<file path="src/rtl/datapath_run_controller.sv">
// Run/step sequencer for the demo DataPath: holds it in reset, issues one-cycle step enables,
// shadows the datapath outputs after each step and halts once the PC stops moving.
module datapath_run_controller #(
    parameter int STEP_DIV    = 50_000_000,
    parameter int RST_CYCLES  = 4,
    parameter int STALL_LIMIT = 3,
    parameter int DATA_W      = 32
) (
    input  logic              Clk,
    input  logic              Rst,
    input  logic              Run,
    input  logic              StepBtn,
    input  logic              Clear,
    input  logic              DispSel,
    input  logic [DATA_W-1:0] ProgramCount,
    input  logic [DATA_W-1:0] Current_Min,
    input  logic [DATA_W-1:0] XOut,
    input  logic [DATA_W-1:0] YOut,
    output logic              DP_Rst,
    output logic              DP_En,
    output logic [15:0]       NumberA,
    output logic [15:0]       NumberB,
    output logic              Halted,
    output logic [15:0]       StepCount
);

    // state  | meaning
    // S_INIT | DataPath held in reset for RST_CYCLES cycles
    // S_IDLE | paused, waiting for Run or a step request
    // S_RUN  | free-running, DP_En once per STEP_DIV cycles
    // S_STEP | single DP_En pulse, then back to IDLE
    // S_HALT | PC stalled, no more steps until Rst/Clear
    typedef enum logic [2:0] {S_INIT, S_IDLE, S_RUN, S_STEP, S_HALT} state_t;

    localparam int PW = $clog2(STEP_DIV);
    localparam int IW = $clog2(RST_CYCLES + 1);
    localparam int SW = $clog2(STALL_LIMIT + 1);

    state_t             state, state_nxt;
    logic [PW-1:0]      presc;
    logic [IW-1:0]      init_cnt;
    logic [SW-1:0]      stall_cnt;
    logic               step_btn_q;
    logic               dp_en_q;
    logic               step_req;
    logic               restart;
    logic [DATA_W-1:0]  shadow_pc;
    logic [15:0]        shadow_min;
    logic [15:0]        shadow_x;
    logic [15:0]        shadow_y;
    logic               unused_hi_bits;

    assign restart  = Rst | Clear;
    assign step_req = StepBtn & ~step_btn_q;

    // Only the low half of the value inputs reaches the display.
    assign unused_hi_bits = ^{Current_Min[DATA_W-1:16], XOut[DATA_W-1:16], YOut[DATA_W-1:16]};

    always_ff @(posedge Clk) begin
        if (restart) begin
            state <= S_INIT;
        end else begin
            state <= state_nxt;
        end
    end

    always_comb begin
        state_nxt = state;
        case (state)
            S_INIT: if (init_cnt == IW'(RST_CYCLES)) state_nxt = S_IDLE;
            S_IDLE: begin
                if (Run) begin
                    state_nxt = S_RUN;
                end else if (step_req) begin
                    state_nxt = S_STEP;
                end
            end
            S_RUN:  if (!Run) state_nxt = S_IDLE;
            S_STEP: state_nxt = S_IDLE;
            S_HALT: state_nxt = S_HALT;
            default: state_nxt = S_INIT;
        endcase
        // A stalled PC overrides any pending run/step decision.
        if (stall_cnt == SW'(STALL_LIMIT)) state_nxt = S_HALT;
    end

    always_comb begin
        DP_Rst = 1'b0;
        DP_En  = 1'b0;
        Halted = 1'b0;
        case (state)
            S_INIT: DP_Rst = 1'b1;
            S_RUN:  DP_En  = Run && (presc == PW'(STEP_DIV - 1));
            S_STEP: DP_En  = 1'b1;
            S_HALT: Halted = 1'b1;
            default: ;
        endcase
    end

    always_ff @(posedge Clk) begin
        if (restart) begin
            presc      <= '0;
            init_cnt   <= '0;
            stall_cnt  <= '0;
            step_btn_q <= 1'b0;
            dp_en_q    <= 1'b0;
            shadow_pc  <= '0;
            shadow_min <= '0;
            shadow_x   <= '0;
            shadow_y   <= '0;
            StepCount  <= '0;
            NumberA    <= '0;
            NumberB    <= '0;
        end else begin
            step_btn_q <= StepBtn;
            dp_en_q    <= DP_En;

            if (state == S_INIT && init_cnt != IW'(RST_CYCLES)) begin
                init_cnt <= init_cnt + 1'b1;
            end

            if (state == S_RUN && Run) begin
                presc <= (presc == PW'(STEP_DIV - 1)) ? '0 : presc + 1'b1;
            end else begin
                presc <= '0;
            end

            // The DataPath updates on the DP_En edge, so its new values are valid one cycle later.
            if (dp_en_q) begin
                shadow_pc  <= ProgramCount;
                shadow_min <= Current_Min[15:0];
                shadow_x   <= XOut[15:0];
                shadow_y   <= YOut[15:0];
                if (StepCount != 16'hFFFF) StepCount <= StepCount + 1'b1;
                if (ProgramCount == shadow_pc) begin
                    if (stall_cnt != SW'(STALL_LIMIT)) stall_cnt <= stall_cnt + 1'b1;
                end else begin
                    stall_cnt <= '0;
                end
            end

            NumberA <= DispSel ? shadow_x : shadow_pc[15:0];
            NumberB <= DispSel ? shadow_y : shadow_min;
        end
    end

endmodule
</file>
<file path="config.mk">
export PLATFORM = sky130hd
export DESIGN_NAME = datapath_run_controller
export DESIGN_NICKNAME = d
export VERILOG_FILES = /design/src/rtl/datapath_run_controller.sv
export SDC_FILE = /design/constraint.sdc
export NUM_CORES = 1
export LEC_CHECK = 0
export CAP_MARGIN = 0
export CORE_UTILIZATION = 49
export CTS_CLUSTER_DIAMETER = 40
export DETAILED_ROUTE_END_ITERATION = 8
export GPL_TIMING_DRIVEN = 0
export PLACE_DENSITY = 0.81
export SLEW_MARGIN = 10
export SYNTH_ARGS = -nofsm -noshare
export SYNTH_HDL_FRONTEND = slang
export SYNTH_SLANG_ARGS = --single-unit
</file>
<file path="constraint.sdc">
create_clock -name Clk -period 2.5 [get_ports Clk]
set_input_delay 0.625 -clock Clk [delete_from_list [all_inputs] [get_ports Clk]]
set_output_delay 0.625 -clock Clk [all_outputs]
set_load 0.02 [all_outputs]
</file>
Word level (Yosys, flattened, before mapping)
Index checks and enable logic that the tools add are counted.
Widths: inputs -> output; s select.
{ "classes": {"add_sub_neg": 4, "mul": 0, "n_div": 0, "order_cmp": 0, "eq_ne": 18, "n_shift": 0, "muxes": 13, "bitwise_logic": 4, "n_reduce_logical": 10} }
{ "ops": {"columns": ["op", "count"], "rows": [
  ["$eq 32x32->1", 1],
  ["$mux 16", 2],
  ["$add 26x1->26 const B", 1],
  ["$eq 26x26->1 const B", 1],
  ["$add 16x1->16 const B", 1],
  ["$ne 16x16->1 const B", 1],
  ["$mux 3", 5],
  ["$pmux 3 s5", 1],
  ["$ne 3x3->1 const B", 4],
  ["$eq 3x2->1 const B", 2],
  ["$eq 3x3->1 const B", 2],
  ["$ne 2x2->1 const B", 3],
  ["$reduce_and 3->1", 2],
  ["$mux 2", 2],
  ["$ne 4x4->1 const B", 1],
  ["$reduce_and 2->1", 2],
  ["$add 3x1->3 const B", 1],
  ["$eq 3x1->1 const B", 1],
  ["$logic_and 1x1->1", 3],
  ["$logic_not 3->1", 1],
  ["$reduce_or 3->1", 1],
  ["$add 2x1->2 const B", 1],
  ["$eq 2x2->1 const B", 1],
  ["$mux 1", 2],
  ["6 further kinds", 7]
]} }
{ "word_totals": {"regBits": 164, "latch_bits": 0, "mem_bits_rw": 0, "rom_bits": 0, "mem_count": 0} }

Longest topological paths before layout
Gate-level depths: netlist of the first run.
{ "depth": {"ltp_word": 6, "depth_mapped": 7} }

Worst setup path after synthesis of the first run
OpenSTA, ideal clock, no wires.
{ "synth_path": {"kind": "flip-flop to output port", "start": "reg presc[9]", "end": "out DP_En", "t_arrival_ns": 1.514, "required_ns": 1.875, "slack_ns": 0.361, "path_stages_with_launch": 5, "n_path_buf": 0, "path_cell_list": "dfxtp_1 > or4_4 > nor4_4 > a41oi_1 > nor3b_2"} }
{ "synth_via": {"elab_chain_cells": 3} }
{ "synth_rtl": {"columns": ["element", "line", "rtl"], "rows": [
  ["from (decl)", "40", "logic [PW-1:0] presc;"],
  ["from (signal assigned)", "123", "presc <= (presc == PW'(STEP_DIV - 1)) ? '0 : presc + 1'b1;"],
  ["$eq 26x26->1", "93", "S_RUN: DP_En = Run && (presc == PW'(STEP_DIV - 1));"],
  ["$logic_and 1x1->1", "93", null],
  ["$pmux 1 s2", "91", "case (state)"],
  ["to (decl)", "20", "output logic DP_En,"]
]} }
No other way between the ends.

Worst setup path in the final report of the first run
Ends and elaborated chain as after synthesis.

==> summary.txt, run 1 <==
Drt
  • DRT Wirelength: 15300 um
  • Drt via density: 5.09
  • DR DRC count: 0
  • Post-route ant nets: 0
  • Vias: 5267
  • Met2 wire len: 7230 um
  • TritonRoute pass-1 iters: 5
  • DR iter-0 viols: 295
  • Met3 routed WL: 656 um
  • Max Used Layer: met4
  • Wire length on met1: 7170 um
  • Avg WL per Cell: 14.8 um

GRT
  • First-pass GRT wire length: 25100 um
  • Total gr overflow: 0
  • Vias in the first global route: 5119
  • Tot GR Track Use: 22.5%
  • Largest net degree at the start of global routing: 17
  • Initial antenna violation count: 0

Floorplanning
  • Die area: 14300 sq um
  • Core area: 13300 sq um
  • Die H: 119 um
  • Initial Util: 50.6%
  • DIE WIDTH: 119 um
  • Num rows: 42
  • I/O pin cnt: 185

Timing
  • Max Clk Rate: 373 MHz
  • Final hold violation count: 0
  • Normalized max-slew margin: 50.2%
  • Slew Limit Fails: 0
  • Setup violators final: 1
  • Final period utilization: 107%
  • Setup Skew: 0.00918 ns
  • Min Tclk post-route: 2.68 ns
  • Tightest Pin Transition: 0.746 ns
  • RSZ-0062 raised after global routing: true
  • Post-route setup TNS: -0.181 ns
  • Worst Setup Slack, final: -0.181 ns

Power and ir drop
  • Max IR drop VDD: 0.000464 V
  • Pwr/cell area: 631 nW/um^2
  • Static leakage: 3.01 nW

Logic synthesis
  • Syn nets: 830
  • Yosys reg bits: 164
  • Count leader, synth: nor2_1
  • Most used flip-flop cell after synthesis: dfxtp_1
  • Number of synthesized flops with an enable pin: 0
  • Async set-reset flop share out of synthesis: 0%
  • Synth cell count leaders: nor2_1, dfxtp_1, mux2i_1
  • Area of the mapped netlist: 6750 sq um
  • Area contributors post-synth: dfxtp_1, mux2i_1, nor2_1, xnor2_1, xor2_1
  • Cells after synthesis: 691
  • Yosys top cell by area: dfxtp_1
  • Syn Area/Cell: 9.77 sq um
  • Sequential element share of the synthesized area: 48.6%
  • Yosys warns: 0
  • Yosys top cell area share: 48.6%
  • Synth unique cells: 46

Placed design
  • Cells after DPL: 1002
  • IO Port Bufs: 135
  • Post-place setup slack: -0.366 ns
  • RD Place Congestion: 0.793
  • DP HPWL: 10700 um
  • Placed cell area: 8320 sq um

Clocking
  • Hold Buf Count CTS: 0
  • Clock transition at path regs: 0.06 ns
  • Later-pin clock latency in the skew report: 0.43 ns
  • Clock Sinks: 164
  • CTS tree: done
  • CTS Buffer Depth: 2
  • Clk root buf: clkbuf_16
  • Setup Fix Bufs, Post-CTS: 0
  • Num CTS Buffers: 17
  • Clock H-tree levels: 4

Finish
  • NumNets Final: 984
  • Final Instance Area: 8960 sq um
  • Syn-to-layout area delta: 32.6%
  • FILL cells: 1035
  • Post-route core utilization: 67.1%
  • Ant. Diodes: 0
  • Share of cells above drive strength 1: 7.34%
  • Final non-filler cell total: 1034

Setup path
  • CP endpoint kind: output pin
  • WS Path Type: flip-flop to output pin
  • Crit Path Max Fanout: 5
  • CP arrival: 2.06 ns
  • Critical path startpoint category: flip-flop
  • Worst EP required: 1.88 ns
  • Register-to-register setup slack: 0.60 ns

Run status
  • Outcome: finished with violations
  • Violated checks: negative setup slack

Min path
  • Hold Crit Class: flip-flop to flip-flop

Job
  • Max Cap Viol: 0
[worst max-delay path, cell delays in order, from the launching register on]
cell	delay (ns)
dfxtp_1	0.35
or4_4	0.54
nor4_4	0.19
a41oi_1	0.18
nor3b_2	0.20
buf_4	0.17
[placed cells by master (no fill, tap or decap), types with 4 or more instances in the layout]
master and n:
buf_2 11, nor2_1 167, nand3_1 20, xor2_1 18, nor4_1 5, clkbuf_16 17, and3_1 7, bufinv_16 4
and2_1 5, dfxtp_1 164, clkbuf_2 4, mux2i_1 115, nand4_1 17, a21oi_1 9, ha_1 5, inv_1 12
nor3_1 8, clkdlybuf4s50_1 132, xnor2_1 52, clkbuf_1 17, nand2_1 15
[state kept, by name (all words and copies together), names as in the netlist]
signal	flops
shadow_y	16
stall_cnt	2
shadow_x	16
init_cnt	3
shadow_min	16
state	3
NumberA	16
step_btn_q	1
NumberB	16
dp_en_q	1
StepCount	16
presc	26
shadow_pc	32
[area by class of cell]
type,instances,area [sq um],share of cell area [%]
clock inverter,14,199,2.22
buffer,35,165,1.84
timing repair buffer,135,1350,15.1
inverter,12,45.0,0.503
multi-input combinational,480,3260,36.4
tap,176,220,2.46
clock buffer,18,429,4.79
sequential,164,3280,36.7
[per-stage QoR]
stage / hold WS, ns / power [mW]
2_1_floorplan: 0.441 / 2.76
3_3_place_gp: 0.462 / 2.94
3_5_place_dp: 0.469 / 2.94
4_1_cts: 0.478 / 5.69
5_1_grt: 0.494 / 5.82
6_report: 0.480 / 5.65
[cell families after synthesis]
family	Yosys count	share of synthesized area, %
compound gates	23	2.50
xor+xnor	70	9.08
fa+ha+maj	5	0.926
buf+inv	47	3.04
flops	164	48.6
mux	115	17.0
simple gates	267	18.8
[path summary, 6_finish.rpt]
| path | from | endpoint | depth (start not counted) |
|---|---|---|---|
| setup / recovery | presc[9] | DP_En | 5 |
| hold / removal | stall_cnt[0] | stall_cnt[0] | 1 |
| setup reg to reg | StepCount[0] | StepCount[5] | 6 |
| hold reg to reg | stall_cnt[0] | stall_cnt[0] | 1 |
[repair_timing]
item / in CTS / in global routing
endpoints found under the hold margin: 0 / 0
cloned: 0 / 0
setup endpoints to repair: 2 / 25
gates resized for setup: 6 / 9
[report_power, final]
group	total, mW	switching, mW	leakage, nW	internal (mW)
logic	0.268	0.110	1.38	0.157
clock network	2.77	1.08	0.305	1.69
registers	2.62	0.00133	1.32	2.61
total	5.65	1.20	3.01	4.46
[routing by layer]
layer	vias up	track usage, %
li1	2636	-
met4	0	8.75
met5	-	0
met2	130	36.7
met1	2481	28.9
met3	20	5.27
(Power assumes the default switching activity.)
==> inputs of run 2 (changes only) <==
CORE_MARGIN = 5   (was unset)
CORE_UTILIZATION = 48   (was 49)
PLACE_DENSITY = 0.8   (was 0.81)
clock period = 2.75 ns   (was 2.5 ns; I/O delays follow)
==> run 2 against run 1 <==
Net effect: the flow still finishes with violations (negative setup slack); combinational power shrank 10%; worst setup slack improved by 0.18 ns; via count is 0.49% lower; sequential cell count unchanged; routed wire length grew 2.5%; global-route usage is 2.9 points lower; clock skew down 0.00074 ns; sequential power decreased by 9.2%; design area fell by 0.34%; highest routed layer unchanged.
==> summary.txt, run 2 (synthesis gave the netlist of run 1 again) <==
Finish
  • Reg area: 3280 sq um
  • Post-route core utilization: 64.6%
  • Syn-to-layout area delta: 32.2%
  • Final non-filler cell total: 1039
  • NumNets Final: 985
  • Largest register FFs: 32
  • Most common cell after layout, fill and taps aside: nor2_1
  • Top flop regs: shadow_pc x32, presc x26
  • FILL cells: 1107
  • Reg with most FFs: shadow_pc
  • Most frequent cells in the layout: nor2_1, dfxtp_1, clkdlybuf4s50_1
  • Share of cells above drive strength 1: 6.88%
  • Final Instance Area: 8930 sq um
  • Area of the multi-input gates: 3260 sq um

Timing
  • Setup Skew: 0.00844 ns
  • Worst Setup Slack, final: -0.00312 ns
  • Setup violators final: 1
  • Final hold violation count: 0
  • Normalized max-slew margin: 49.2%
  • RSZ-0062 raised after global routing: true
  • Tightest Pin Transition: 0.763 ns
  • Final period utilization: 100%
  • Min Tclk post-route: 2.75 ns
  • Slew Limit Fails: 0
  • Max Clk Rate: 363 MHz

Clocking
  • Clock H-tree levels: 4
  • CTS tree: done
  • Clock transition at path regs: 0.06 ns
  • CTS Buffer Depth: 2
  • Later-pin clock latency in the skew report: 0.43 ns
  • Num CTS Buffers: 17
  • Hold Buf Count CTS: 0
  • Clock Sinks: 164
  • Clk root buf: clkbuf_16

Setup path
  • Register-to-register setup slack: 0.82 ns
  • Cell Chain, Critical Path: or4_4 -> nor4_4 -> a41oi_1 -> nor3b_2 -> buf_4
  • CP endpoint: DP_En
  • CP delay by family, top: simple AND/OR/NAND/NOR gates
  • RR Startpoint: StepCount[0]
  • Critical Path Source: presc[9]
  • Worst reg2reg endpoint: StepCount[5]
  • Critical path startpoint category: flip-flop
  • Buffers & Inverters on Critical Path: 1
  • CP max stage delay: 0.54 ns
  • CP endpoint kind: output pin
  • Reg2reg path depth: 6
  • Crit Path Max Fanout: 5
  • CP arrival: 2.07 ns
  • Worst EP required: 2.06 ns
  • WS Path Type: flip-flop to output pin
  • Slowest-stage cell, CP: or4_4
  • Critical path depth: 5

Floorplanning
  • DIE WIDTH: 129 um
  • Initial Util: 48.8%
  • Die H: 129 um
  • Num rows: 43
  • Die area: 16500 sq um
  • Core area: 13800 sq um
  • I/O pin cnt: 185

Run status
  • Outcome: finished with violations
  • Violated checks: negative setup slack

GRT
  • Initial antenna violation count: 0
  • Vias in the first global route: 5297
  • Largest net degree at the start of global routing: 17
  • Total gr overflow: 0
  • First-pass GRT wire length: 25900 um
  • Tot GR Track Use: 19.7%

Power and ir drop
  • Pwr/cell area: 559 nW/um^2
  • Static leakage: 2.97 nW
  • Pwr Total: 4.99 mW
  • Max IR drop VDD: 0.000379 V

Drt
  • DR iter-0 viols: 308
  • DR DRC count: 0
  • Post-route ant nets: 0
  • Drt via density: 5.04
  • TritonRoute pass-1 iters: 4
  • Vias: 5241
  • DRT Wirelength: 15700 um
  • Avg WL per Cell: 15.1 um

Placed design
  • RD Place Congestion: 0.783
  • Post-place setup slack: -0.206 ns
  • Cells after DPL: 1006
  • IO Port Bufs: 135
  • DP HPWL: 11400 um
  • Placed cell area: 8330 sq um

Job
  • Max Cap Viol: 0

Min path
  • Hold path cells: 1
  • Hold Crit Class: flip-flop to flip-flop
## run 2: cell types whose count changed in the layout (fill, tap and decap cells not counted), moves of 2 or more
cell             change
clkinv_4             +2
clkbuf_1             +4
clkdlybuf4s50_1      +2
clkbuf_2             -4
clkinv_2             -3
bufinv_16            -2
## run 2: layer usage
layer	wire [um]	global-route usage, %
met5	0	0
met4	405	8.96
met2	7320	31.7
met1	7150	25.4
met3	849	4.28
## run 2: area by class of cell
| class | count | share of cell area, % |
|---|---|---|
| antenna | 1 | 0.0280 |
| clock inverter | 12 | 1.64 |
| buffer | 35 | 1.79 |
| tap | 180 | 2.52 |
| sequential | 164 | 36.8 |
| inverter | 12 | 0.505 |
| multi-input combinational | 480 | 36.6 |
| clock buffer | 19 | 4.96 |
| timing repair buffer | 136 | 15.2 |
## run 2: timing repair
| action | 4_1_cts | 5_1_grt |
|---|---|---|
| setup endpoints to repair | 1 | 1 |
| gates cloned | 0 | 0 |
| resized for setup | 5 | 0 |
| buffers inserted | 1 | 0 |
| pin swaps | 1 | 1 |
## run 2: worst min-delay path by stage
stage                 start            to  slack (ns)
3_3_place_gp   stall_cnt[0]  stall_cnt[0]        0.46
2_1_floorplan      presc[0]      presc[0]        0.44
4_1_cts        stall_cnt[0]  stall_cnt[0]        0.48
6_report           presc[0]      presc[0]        0.48
5_1_grt        stall_cnt[0]  stall_cnt[0]        0.51
3_5_place_dp       presc[0]      presc[0]        0.47
## run 2: metrics by stage
step | hold WS [ns] | TNS [ns]
CTS | 0.480 | -0.0566
finish | 0.480 | -0.00312
global route | 0.514 | -0.125
floorplan | 0.441 | 0
detailed placement | 0.471 | -11.59
global placement | 0.456 | -7.93
## run 2: report_power, final
part	total [mW]	internal [mW]	switching, mW
Combinational	0.241	0.143	0.0985
Sequential	2.38	2.38	0.00115
Clock	2.37	1.37	1.00
